## src/rtl/hls_fp17_add_chn_b_skid_buf_if.sv

```systemverilog
`default_nettype none
// ============================================================================
// Module   : hls_fp17_add_chn_b_skid_buf_if
// Brief    : chn_b producer/core handshake bundle for the fp17 adder skid buffer.
//            chn_b_bp_cnt exists only with HLS_FP17_ADD_CHN_B_BP_CNT_EN.
// Revision : 1.0 - initial release
// ============================================================================
interface hls_fp17_add_chn_b_skid_buf_if #(
    parameter int WIDTH = 17
);
    logic             chn_b_in_pvld;
    logic             chn_b_in_prdy;
    logic [WIDTH-1:0] chn_b_in_pd;
    logic             chn_b_rsci_vd;
    logic [WIDTH-1:0] chn_b_rsci_d;
    logic             chn_b_rsci_ld;
    logic             chn_b_clr;
`ifdef HLS_FP17_ADD_CHN_B_BP_CNT_EN
    logic [15:0]      chn_b_bp_cnt;
`endif

    // Buffer side
    modport slave (
        input  chn_b_in_pvld,
        output chn_b_in_prdy,
        input  chn_b_in_pd,
        output chn_b_rsci_vd,
        output chn_b_rsci_d,
        input  chn_b_rsci_ld,
`ifdef HLS_FP17_ADD_CHN_B_BP_CNT_EN
        output chn_b_bp_cnt,
`endif
        input  chn_b_clr
    );

    // Producer/core side
    modport master (
        output chn_b_in_pvld,
        input  chn_b_in_prdy,
        output chn_b_in_pd,
        input  chn_b_rsci_vd,
        input  chn_b_rsci_d,
        output chn_b_rsci_ld,
`ifdef HLS_FP17_ADD_CHN_B_BP_CNT_EN
        input  chn_b_bp_cnt,
`endif
        output chn_b_clr
    );
endinterface
`default_nettype wire

```

## src/rtl/hls_fp17_add_chn_b_skid_buf.sv

```systemverilog
`default_nettype none
// ============================================================================
// Module   : hls_fp17_add_chn_b_skid_buf
// Brief    : Two-entry registered skid buffer for the fp17 adder chn_b operand.
//            Optional back-pressure counter: HLS_FP17_ADD_CHN_B_BP_CNT_EN.
// Revision : 1.0 - initial release
// ============================================================================
module hls_fp17_add_chn_b_skid_buf #(
    parameter int WIDTH = 17
) (
    input  wire logic                      nvdla_core_clk,
    input  wire logic                      nvdla_core_rstn,
    hls_fp17_add_chn_b_skid_buf_if.slave   chn_b
);

    localparam logic [1:0] S_EMPTY = 2'd0;
    localparam logic [1:0] S_ONE   = 2'd1;
    localparam logic [1:0] S_FULL  = 2'd2;

    logic [1:0]       r_state;
    logic [1:0]       w_state_nxt;
    logic             r_vd;
    logic             r_prdy;
    logic [WIDTH-1:0] r_head;
    logic [WIDTH-1:0] r_skid;

    logic             w_push;
    logic             w_pop;
    logic             w_head_ld;
    logic             w_head_from_skid;
    logic             w_skid_ld;

    assign w_push = chn_b.chn_b_in_pvld & r_prdy;
    assign w_pop  = r_vd & chn_b.chn_b_rsci_ld;

    always_ff @(posedge nvdla_core_clk or negedge nvdla_core_rstn) begin
        if (!nvdla_core_rstn) begin
            r_state <= S_EMPTY;
        end else begin
            r_state <= w_state_nxt;
        end
    end

    always_comb begin
        w_state_nxt = r_state;
        if (chn_b.chn_b_clr) begin
            w_state_nxt = S_EMPTY;
        end else begin
            case (r_state)
                S_EMPTY: if (w_push) w_state_nxt = S_ONE;
                S_ONE: begin
                    if (w_push && !w_pop)      w_state_nxt = S_FULL;
                    else if (!w_push && w_pop) w_state_nxt = S_EMPTY;
                end
                S_FULL:  if (w_pop) w_state_nxt = S_ONE;
                default: w_state_nxt = S_EMPTY;
            endcase
        end
    end

    // Data-path load controls; flush suppresses every load.
    always_comb begin
        w_head_ld        = 1'b0;
        w_head_from_skid = 1'b0;
        w_skid_ld        = 1'b0;
        if (!chn_b.chn_b_clr) begin
            case (r_state)
                S_EMPTY: w_head_ld = w_push;
                S_ONE: begin
                    w_head_ld = w_push & w_pop;
                    w_skid_ld = w_push & ~w_pop;
                end
                S_FULL: begin
                    w_head_ld        = w_pop;
                    w_head_from_skid = w_pop;
                end
                default: ;
            endcase
        end
    end

    // vd and prdy are flops loaded from next state, so neither ld nor pvld
    // reaches prdy combinationally.
    always_ff @(posedge nvdla_core_clk or negedge nvdla_core_rstn) begin
        if (!nvdla_core_rstn) begin
            r_vd   <= 1'b0;
            r_prdy <= 1'b0;
            r_head <= '0;
            r_skid <= '0;
        end else begin
            r_vd   <= (w_state_nxt != S_EMPTY);
            r_prdy <= (w_state_nxt != S_FULL);
            if (w_head_ld) begin
                r_head <= w_head_from_skid ? r_skid : chn_b.chn_b_in_pd;
            end
            if (w_skid_ld) begin
                r_skid <= chn_b.chn_b_in_pd;
            end
        end
    end

    assign chn_b.chn_b_in_prdy = r_prdy;
    assign chn_b.chn_b_rsci_vd = r_vd;
    assign chn_b.chn_b_rsci_d  = r_head;

`ifdef HLS_FP17_ADD_CHN_B_BP_CNT_EN
    logic [15:0] r_bp_cnt;

    always_ff @(posedge nvdla_core_clk or negedge nvdla_core_rstn) begin
        if (!nvdla_core_rstn) begin
            r_bp_cnt <= '0;
        end else if (chn_b.chn_b_clr) begin
            r_bp_cnt <= '0;
        end else if (r_vd && !chn_b.chn_b_rsci_ld && (r_bp_cnt != 16'hFFFF)) begin
            r_bp_cnt <= r_bp_cnt + 16'd1;
        end
    end

    assign chn_b.chn_b_bp_cnt = r_bp_cnt;
`endif

endmodule
`default_nettype wire

```

## src/flat_wrapper.sv

```systemverilog
// flat-port wrapper written by rule: the top's interface ports become plain ports
module hls_fp17_add_chn_b_skid_buf_flat 
#(
    parameter int WIDTH = 17
)
  (nvdla_core_clk, nvdla_core_rstn, chn_b_chn_b_in_pvld, chn_b_chn_b_in_prdy, chn_b_chn_b_in_pd, chn_b_chn_b_rsci_vd, chn_b_chn_b_rsci_d, chn_b_chn_b_rsci_ld, chn_b_chn_b_clr);
  hls_fp17_add_chn_b_skid_buf_if #(.WIDTH(WIDTH)) chn_b_i ();
  input  wire logic nvdla_core_clk;
  input  wire logic nvdla_core_rstn;
  input wire logic [$bits(chn_b_i.chn_b_in_pvld)-1:0] chn_b_chn_b_in_pvld;
  output wire logic [$bits(chn_b_i.chn_b_in_prdy)-1:0] chn_b_chn_b_in_prdy;
  input wire logic [$bits(chn_b_i.chn_b_in_pd)-1:0] chn_b_chn_b_in_pd;
  output wire logic [$bits(chn_b_i.chn_b_rsci_vd)-1:0] chn_b_chn_b_rsci_vd;
  output wire logic [$bits(chn_b_i.chn_b_rsci_d)-1:0] chn_b_chn_b_rsci_d;
  input wire logic [$bits(chn_b_i.chn_b_rsci_ld)-1:0] chn_b_chn_b_rsci_ld;
  input wire logic [$bits(chn_b_i.chn_b_clr)-1:0] chn_b_chn_b_clr;
  assign chn_b_i.chn_b_in_pvld = chn_b_chn_b_in_pvld;
  assign chn_b_chn_b_in_prdy = chn_b_i.chn_b_in_prdy;
  assign chn_b_i.chn_b_in_pd = chn_b_chn_b_in_pd;
  assign chn_b_chn_b_rsci_vd = chn_b_i.chn_b_rsci_vd;
  assign chn_b_chn_b_rsci_d = chn_b_i.chn_b_rsci_d;
  assign chn_b_i.chn_b_rsci_ld = chn_b_chn_b_rsci_ld;
  assign chn_b_i.chn_b_clr = chn_b_chn_b_clr;
  hls_fp17_add_chn_b_skid_buf #(.WIDTH(WIDTH)) u_core (.nvdla_core_clk(nvdla_core_clk), .nvdla_core_rstn(nvdla_core_rstn), .chn_b(chn_b_i));
endmodule
```

## config.mk

```make
export PLATFORM = sky130hd
export DESIGN_NAME = hls_fp17_add_chn_b_skid_buf_flat
export DESIGN_NICKNAME = d
export VERILOG_FILES = /design/src/rtl/hls_fp17_add_chn_b_skid_buf_if.sv /design/src/rtl/hls_fp17_add_chn_b_skid_buf.sv /design/src/flat_wrapper.sv
export SDC_FILE = /design/constraint.sdc
export NUM_CORES = 1
export LEC_CHECK = 0
export CORE_ASPECT_RATIO = 0.6
export CORE_MARGIN = 10
export CORE_UTILIZATION = 52
export CTS_CLUSTER_DIAMETER = 100
export DETAILED_ROUTE_END_ITERATION = 12
export PLACE_DENSITY = 0.9
export SYNTH_ARGS = -nofsm -noshare
export SYNTH_HDL_FRONTEND = slang
export SYNTH_SLANG_ARGS = --single-unit
```

## constraint.sdc

```tcl
create_clock -name nvdla_core_clk -period 3.8 [get_ports nvdla_core_clk]
set_clock_uncertainty 0.15 [all_clocks]
set_input_delay 0.76 -clock nvdla_core_clk [delete_from_list [all_inputs] [get_ports nvdla_core_clk]]
set_output_delay 0.76 -clock nvdla_core_clk [all_outputs]
set_load 0.01 [all_outputs]
```

# ---- After elaboration in Yosys (flattened, before gate mapping)
# Cells that the tools add are included.
dict set report word_totals {
  register_bits 38
  in_bits 22
  out_inout_bits 19
  word_cells 32
}
dict set report op_classes {
  n_eq_ne 3
  muxes 13
  n_bitwise 5
  n_reduce_logical 6
}
# op count
set op_table {}
lappend op_table {{2-to-1 mux 17 bit} 1}
lappend op_table {{2-to-1 mux 2 bit} 5}
lappend op_table {{one-hot mux 2 bit (3 select lines)} 1}
lappend op_table {{2-to-1 mux 1 bit} 5}
lappend op_table {{AND 1 bit} 4}
lappend op_table {{one-hot mux 1 bit (3 select lines)} 1}
lappend op_table {{equality test 2 x 1 -> 1 bit (second input constant)} 1}
lappend op_table {{equality test 2 bit (second input constant)} 1}
lappend op_table {{logical AND 1 bit} 2}
lappend op_table {{logical NOT 1 bit} 2}
lappend op_table {{logical NOT 2 bit} 1}
lappend op_table {{inequality test 2 bit (second input constant)} 1}
lappend op_table {{nonzero test 2 bit} 1}
lappend op_table {{NOT 1 bit} 1}

# ---- Logic depth before layout (Yosys ltp)
# Gate-level depths: netlist of run 1.
dict set report depth {
  ltp_word 8
  mapped_depth 6
  mapped_depth_nobuf 4
}

# ---- Worst setup path before layout of run 1
# OpenSTA, ideal clock, no wires.
dict set report synth_timing {
  kind {input -> register}
  start {input port chn_b_chn_b_clr}
  end {register u_core.r_head[0] (netlist: u_core.chn_b.chn_b_rsci_d[0])}
  setup_ps 132
  t_arrival_ps 1755
  required_ps 3518
  setup_slack_ps 1763
  cell_stages 6
  path_buffers 2
  path_cell_list {and4bb_4 -> nor2b_4 -> buf_12 -> buf_12 -> mux2i_1 -> o21ai_1}
}
dict set report synth_between {
  elab_chain_len 2
  elab_cells_between_ends 3
  classes_between {mux: 3}
}
# element line_no
set synth_rtl {}
lappend synth_rtl {{start: declaration} flat_wrapper.sv:16} ;# input wire logic [$bits(chn_b_i.chn_b_clr)-1:0] chn_b_chn_b_clr;
lappend synth_rtl {{2-to-1 mux 1 bit} hls_fp17_add_chn_b_skid_buf.sv:66} ;# if (!chn_b.chn_b_clr) begin
lappend synth_rtl {{2-to-1 mux 17 bit} hls_fp17_add_chn_b_skid_buf.sv:94} ;# r_head <= w_head_from_skid ? r_skid : chn_b.chn_b_in_pd;
lappend synth_rtl {{end signal: assignment} hls_fp17_add_chn_b_skid_buf.sv:94}
lappend synth_rtl {{end: declaration} hls_fp17_add_chn_b_skid_buf.sv:24} ;# logic [WIDTH-1:0] r_head;
# Several ways; a longest one is shown, not always the timed one.
# A chain may end at the register's enable or synchronous reset.

# ---- Worst setup path in the final report of run 1
dict set report layout_timing {
  start {input port chn_b_chn_b_clr}
  end {register u_core.r_head[8] (netlist: u_core.chn_b.chn_b_rsci_d[8])}
}
# Same word-level chain as after synthesis.

==> results of run 1 <==
==> layout by cell type, fill, tap and decap left out <==
master / instances
nor2b_4: 1
o22a_1: 1
mux2_1: 17
and4_1: 1
nor3_4: 1
nand2b_1: 1
o21ai_1: 17
and2_1: 1
buf_4: 1
a211oi_1: 2
a21boi_4: 1
nor2_1: 1
mux2i_1: 17
clkdlybuf4s50_1: 39
mux2_2: 1
nand2_4: 1
clkbuf_8: 6
clkbuf_1: 1
and4bb_4: 1
dfrtp_1: 38
a21oi_1: 1
o21ai_0: 1
buf_2: 1
clkinv_2: 1
nand2_1: 21
==> power by group through the flow <==
stage / registers, mW / logic (mW) / clock network [mW]
2_1_floorplan: 0.630 / 0.144 / 0
3_3_place_gp: 0.611 / 0.326 / 0
3_5_place_dp: 0.620 / 0.345 / 0
4_1_cts: 0.616 / 0.347 / 0.286
5_1_grt: 0.634 / 0.369 / 0.309
6_report: 0.616 / 0.338 / 0.283
==> through the flow <==
stage	util	hold slack [ns]	instances
after global placement	0.701	0.308	208
after floorplan	-	0.302	131
after CTS	0.732	0.336	216
after global routing	0.732	0.364	216
final	0.732	0.333	216
after detailed placement	0.701	0.319	208
==> registers in the layout, indices dropped and copies added, names as in the netlist <==
register and count:
u_core.chn_b.chn_b_rsci_d 17, u_core.r_skid 17, u_core.r_state 2, u_core.chn_b.chn_b_in_prdy 1
u_core.chn_b.chn_b_rsci_vd 1
==> logic make-up (layout without fill, tap and decap cells) <==
| family | Yosys count | in the layout |
|---|---|---|
| mux | 35 | 35 |
| simple gates | 29 | 29 |
| buf+inv | 6 | 49 |
| flops | 38 | 38 |
| compound gates | 23 | 23 |
==> final cells by class <==
class | instances | area, sq um
Clock buffer | 7 | 86.3
Clock inverter | 1 | 5.00
Fill cell | 207 | 796
Multi-Input combinational cell | 87 | 672
Sequential cell | 38 | 951
Tap cell | 42 | 52.6
Timing Repair Buffer | 41 | 403
==> how the worst max path moves through the flow <==
stage,startpoint,to,slack [ns]
6_report,chn_b_chn_b_clr,u_core.chn_b.chn_b_rsci_d[8],1.24
5_1_grt,chn_b_chn_b_clr,u_core.chn_b.chn_b_rsci_d[8],1.17
4_1_cts,chn_b_chn_b_clr,u_core.chn_b.chn_b_rsci_d[5],1.25
3_5_place_dp,chn_b_chn_b_clr,u_core.chn_b.chn_b_rsci_d[8],0.95
3_3_place_gp,chn_b_chn_b_clr,u_core.chn_b.chn_b_rsci_d[9],1.03
2_1_floorplan,chn_b_chn_b_clr,u_core.chn_b.chn_b_rsci_d[0],1.76
==> metal layers <==
| layer | wire length, um | part of all wire |
|---|---|---|
| met1 | 1570 | 0.41 |
| met2 | 1910 | 0.50 |
| met3 | 287 | 0.076 |
| met4 | 29 | 0.0076 |
| met5 | 0 | 0 |
==> Yosys cell counts (2+ instances only) <==
cell	instances
dfrtp_1	38
nand2_1	21
mux2i_1	17
o21ai_1	17
buf_12	2
clkbuf_1	3
a211oi_1	2
mux2_1	17
==> worst max-delay path, stage by stage <==
cell             delay (ns)
clkdlybuf4s50_1        0.46
and4bb_4               0.39
nor2b_4                0.58
mux2i_1                0.28
o21ai_1                0.09
==> flow_summary.toml, run 1 <==
[status]
outcome = "completed"

[die]
die_height_um = 63.9
core_sq_mm = 0.00297
initial_core_util = 0.564
rows = 15
io_pins = 41
fp.dieW_um = 93.2
die_area_sq_mm = 0.00596

[timing]
period_share = 0.673
setup_ws_ns = 1.24
slew_headroom = 0.454
finalSetupViolCount = 0
hold_viol = 0
rsz0062_at_grt = "false"
fin_crit_ns = 2.56
setup_tns_ns = 0
fmax_mhz = 391
worst-slew-pin-transition_ns = 0.818
drv_slew = 0

[logic_synthesis]
synth_fp_nets = 153
synth_top_family_by_area = "multiplexers"
synth-async-reset-ratio = 1.00
yosysTopAreaCellShare = 0.568
yosys.area.top_type = "dfrtp_1"
ys_warn_count = 0
synth.area.mux_share = 0.223
synth_area_leaders = "dfrtp_1 (57%), mux2_1 (11%), mux2i_1 (10%)"
synth_fa_ha_area_frac = 0
synth_compound_area_frac = 0.0823
synth_edf_count = 0
syn_area_per_cell_sq_um = 12.8
ys_seq_area_frac = 0.568
synthFlopType = "dfrtp_1"
synth-simple-area-share = 0.0927
synthCells = 131
synthXorXnorAreaFrac = 0
yosysUniqueCellTypes = 22
ys_ff_latch = 38
netlist_area_sq_mm = 0.00167

[cells_and_area]
final_cell_area_sq_mm = 0.00217
area_growth_pct = 29.7
layout-drive-gt1-share = 0.0862
diodes = 0
finalNetCount = 195

[routing]
avgViaCountPerCell = 5.45
drt_iter0_markers = 106
drc = 0
via_count = 1178
first_pass_iters = 4
wirelength_um = 3800
final_antenna_net_count = 0
post_drt_wl_per_cell_um = 17.6

[flow_run]
max-cap-violations = 0

[power_and_ir_drop]
p_clk_frac = 0.229
p_int_uw = 885
ir_drop_mv = 0.326
swShare = 0.284
p_comb_frac = 0.274
power.density_mw_per_mm2 = 570
power_frac_seq = 0.498
finalPower_mw = 1.24
p_leak_nw = 0.885
power_switching_uw = 352

[global_route]
grt_busiest_layer = "met2"
antenna_found_initial = 0
grt_overflow = 0
track_usage = 0.134
grt_util_met2 = 0.225
grt_pass1_vias = 1296
use_met3 = 0.0559
grt_pass1_wl_um = 6380
grt_max_degree = 39
use_met1 = 0.150

[placed_design]
placed_area_sq_mm = 0.00208
gp_congestion = 0.834
dp_hpwl_um = 2720
port_buffers = 40
dp_slack_ns = 0.955

[clock_tree]
cts_resized = 0
clock_sinks = 38
post-cts-setup-buffer-count = 0
htree_levels = 2
cts_buffers = 5
cts_root_buffer = "clkbuf_8"
cts_buffer_depth = 2
cts_tree = "built"
cts.clk_slew.worst_paths_ns = 0.07
insertion_delay_ns = 0.28
ctsHoldBuffers = 0

[worst_setup_path]
r2r-end = "u_core.chn_b.chn_b_rsci_d[8]"
worstSetupPathType = "input pin to flip-flop"
r2r_start = "u_core.r_state[1]"
cp-start-kind = "input pin"
cp_data_required_time_ns = 3.81
worstPathArrival_ns = 2.56
rr_worst_depth = 4
worstSetupEndpointType = "flip-flop"
ff2ff_setup_slack_ns = 1.74
critical_path.max_fanout = 17

[hold_path]
min-delay-start = "u_core.r_skid[13]"
hold_class = "flip-flop to flip-flop"
hold_depth = 2
min_to = "u_core.chn_b.chn_b_rsci_d[13]"
No activity file was read; power rests on OpenSTA's default activity.
==> run 2: changes to the inputs <==
--- a/config.mk
+++ b/config.mk
@@ -7,10 +7,10 @@
 export LEC_CHECK = 0
 export CORE_ASPECT_RATIO = 0.6
 export CORE_MARGIN = 10
-export CORE_UTILIZATION = 52
+export CORE_UTILIZATION = 48
 export CTS_CLUSTER_DIAMETER = 100
 export DETAILED_ROUTE_END_ITERATION = 12
-export PLACE_DENSITY = 0.9
+export PLACE_DENSITY = 0.84
 export SYNTH_ARGS = -nofsm -noshare
 export SYNTH_HDL_FRONTEND = slang
 export SYNTH_SLANG_ARGS = --single-unit
==> constraint.sdc (replaced) <==
create_clock -name nvdla_core_clk -period 2.55 [get_ports nvdla_core_clk]
set_clock_uncertainty 0.15 [all_clocks]
set_input_delay 0.51 -clock nvdla_core_clk [delete_from_list [all_inputs] [get_ports nvdla_core_clk]]
set_output_delay 0.51 -clock nvdla_core_clk [all_outputs]
set_load 0.01 [all_outputs]
==> run 2 against run 1 <==
  * Cell count increased by 1.9%
  * Sequential share of layout area fell by 0.47 points
  * First-iteration DRC count fell by 42%
  * Worst hold slack got worse by 0.16 ns
  * Total power up 49%
  * Clock power is 47% higher
  * Wire length decreased by 5.2%
  * Highest routed layer unchanged
==> flow_summary.toml, run 2 (same netlist as run 1, synthesis figures left out) <==
[status]
outcome = "completed"

[timing]
finalSetupViolCount = 0
drv_slew = 0
setup_ws_ns = 0.549
slew_headroom = 0.458
fin_crit_ns = 2.00
fmax_mhz = 500
period_share = 0.785
rsz0062_at_grt = "false"
setup_tns_ns = 0
hold_viol = 0
worst_hold_slack_ns = 0.170
worst-slew-pin-transition_ns = 0.813

[die]
initial_core_util = 0.506
die_area_sq_mm = 0.00632
core_sq_mm = 0.00330
rows = 16
die_height_um = 65.7
fp.dieW_um = 96.2
io_pins = 41

[clock_tree]
ctsHoldBuffers = 0
cts_tree = "built"
insertion_delay_ns = 0.28
cts.clk_slew.worst_paths_ns = 0.07
cts_resized = 0
cts_root_buffer = "clkbuf_8"
post-cts-setup-buffer-count = 0
cts_buffer_depth = 2
cts_buffers = 5
clock_sinks = 38
htree_levels = 2

[routing]
via_count = 1139
avgViaCountPerCell = 5.18
wirelength_um = 3600
post_drt_wl_per_cell_um = 16.4
final_antenna_net_count = 0
first_pass_iters = 4
drc = 0
drt_iter0_markers = 62

[power_and_ir_drop]
power.density_mw_per_mm2 = 838
p_leak_nw = 0.894
ir_drop_mv = 0.536

[cells_and_area]
diodes = 0
final_cell_mix = "clkdlybuf4s50_1 (39), dfrtp_1 (38), nand2_1 (21)"
finalNetCount = 196
layout-drive-gt1-share = 0.0914
final_common_cell = "clkdlybuf4s50_1"
area_growth_pct = 31.1
fill_cells = 242
regArea_sq_um = 951
multi_input_area_sq_um = 672

[worst_setup_path]
rr_worst_depth = 5
cp_data_required_time_ns = 2.56
worstSetupEndpointType = "flip-flop"
cp-start-kind = "input pin"
worstPathArrival_ns = 2.02
worstSetupPathType = "input pin to flip-flop"
critical_path.max_fanout = 17

[global_route]
grt_pass1_vias = 1211
antenna_found_initial = 0
grt_overflow = 0
grt_max_degree = 39
track_usage = 0.119
grt_pass1_wl_um = 5850

[placed_design]
dp_hpwl_um = 2660
dp_slack_ns = 0.231
gp_congestion = 0.777
port_buffers = 40

[flow_run]
max-cap-violations = 0

[hold_path]
hold_class = "input pin to async pin"
run 2: changes by cell type in the layout (fill, tap and decap cells not counted), sizes merged:
cell / before / now
buf: 2 / 3
run 2: path summary, 6_finish.rpt:
kind | start | end | slack (ns)
worst min-delay path | nvdla_core_rstn | u_core.r_skid[5] | 0.17
worst min register to register | u_core.r_skid[12] | u_core.chn_b.chn_b_rsci_d[12] | 0.34
worst max register to register | u_core.r_state[1] | u_core.chn_b.chn_b_rsci_d[0] | 0.82
max in group asynchronous | nvdla_core_rstn | u_core.r_state[0] | 1.57
worst max-delay path | chn_b_chn_b_clr | u_core.chn_b.chn_b_rsci_d[0] | 0.55
min in group nvdla_core_clk | u_core.r_skid[12] | u_core.chn_b.chn_b_rsci_d[12] | 0.34
run 2: cell type report:
cell class / instances / area share
clock buffer: 7 / 0.0394
clock inverter: 1 / 0.00228
multi-input combinational: 87 / 0.306
sequential: 38 / 0.434
tap: 45 / 0.0257
timing repair buffer: 42 / 0.193
run 2: stage by stage:
step	cells	util	instance area (sq um)	power (mW)
3_5_place_dp	212	0.636	2100	1.44
2_1_floorplan	131	-	1670	1.15
5_1_grt	220	0.664	2190	1.94
3_3_place_gp	212	0.636	2100	1.40
6_report	220	0.664	2190	1.84
4_1_cts	220	0.664	2190	1.86
run 2: worst max-delay path, cell delays in order:
cell	delay, ns
clkdlybuf4s50_1	0.46
and4bb_4	0.39
nor2b_4	0.17
buf_12	0.18
mux2i_1	0.23
o21ai_1	0.07
run 2: per-layer routing:
layer	vias to the layer above	wire [um]	GRT usage
li1	544	-	-
met1	557	1590	0.145
met5	-	0	0
met3	7	315	0.0510
met4	0	55	0.0495
met2	31	1640	0.181
run 2: power by group:
| part | switching (mW) | internal, mW |
|---|---|---|
| Clock | 0.198 | 0.218 |
| Sequential | 0.118 | 0.803 |
| Combinational | 0.199 | 0.303 |
| Total | 0.515 | 1.32 |
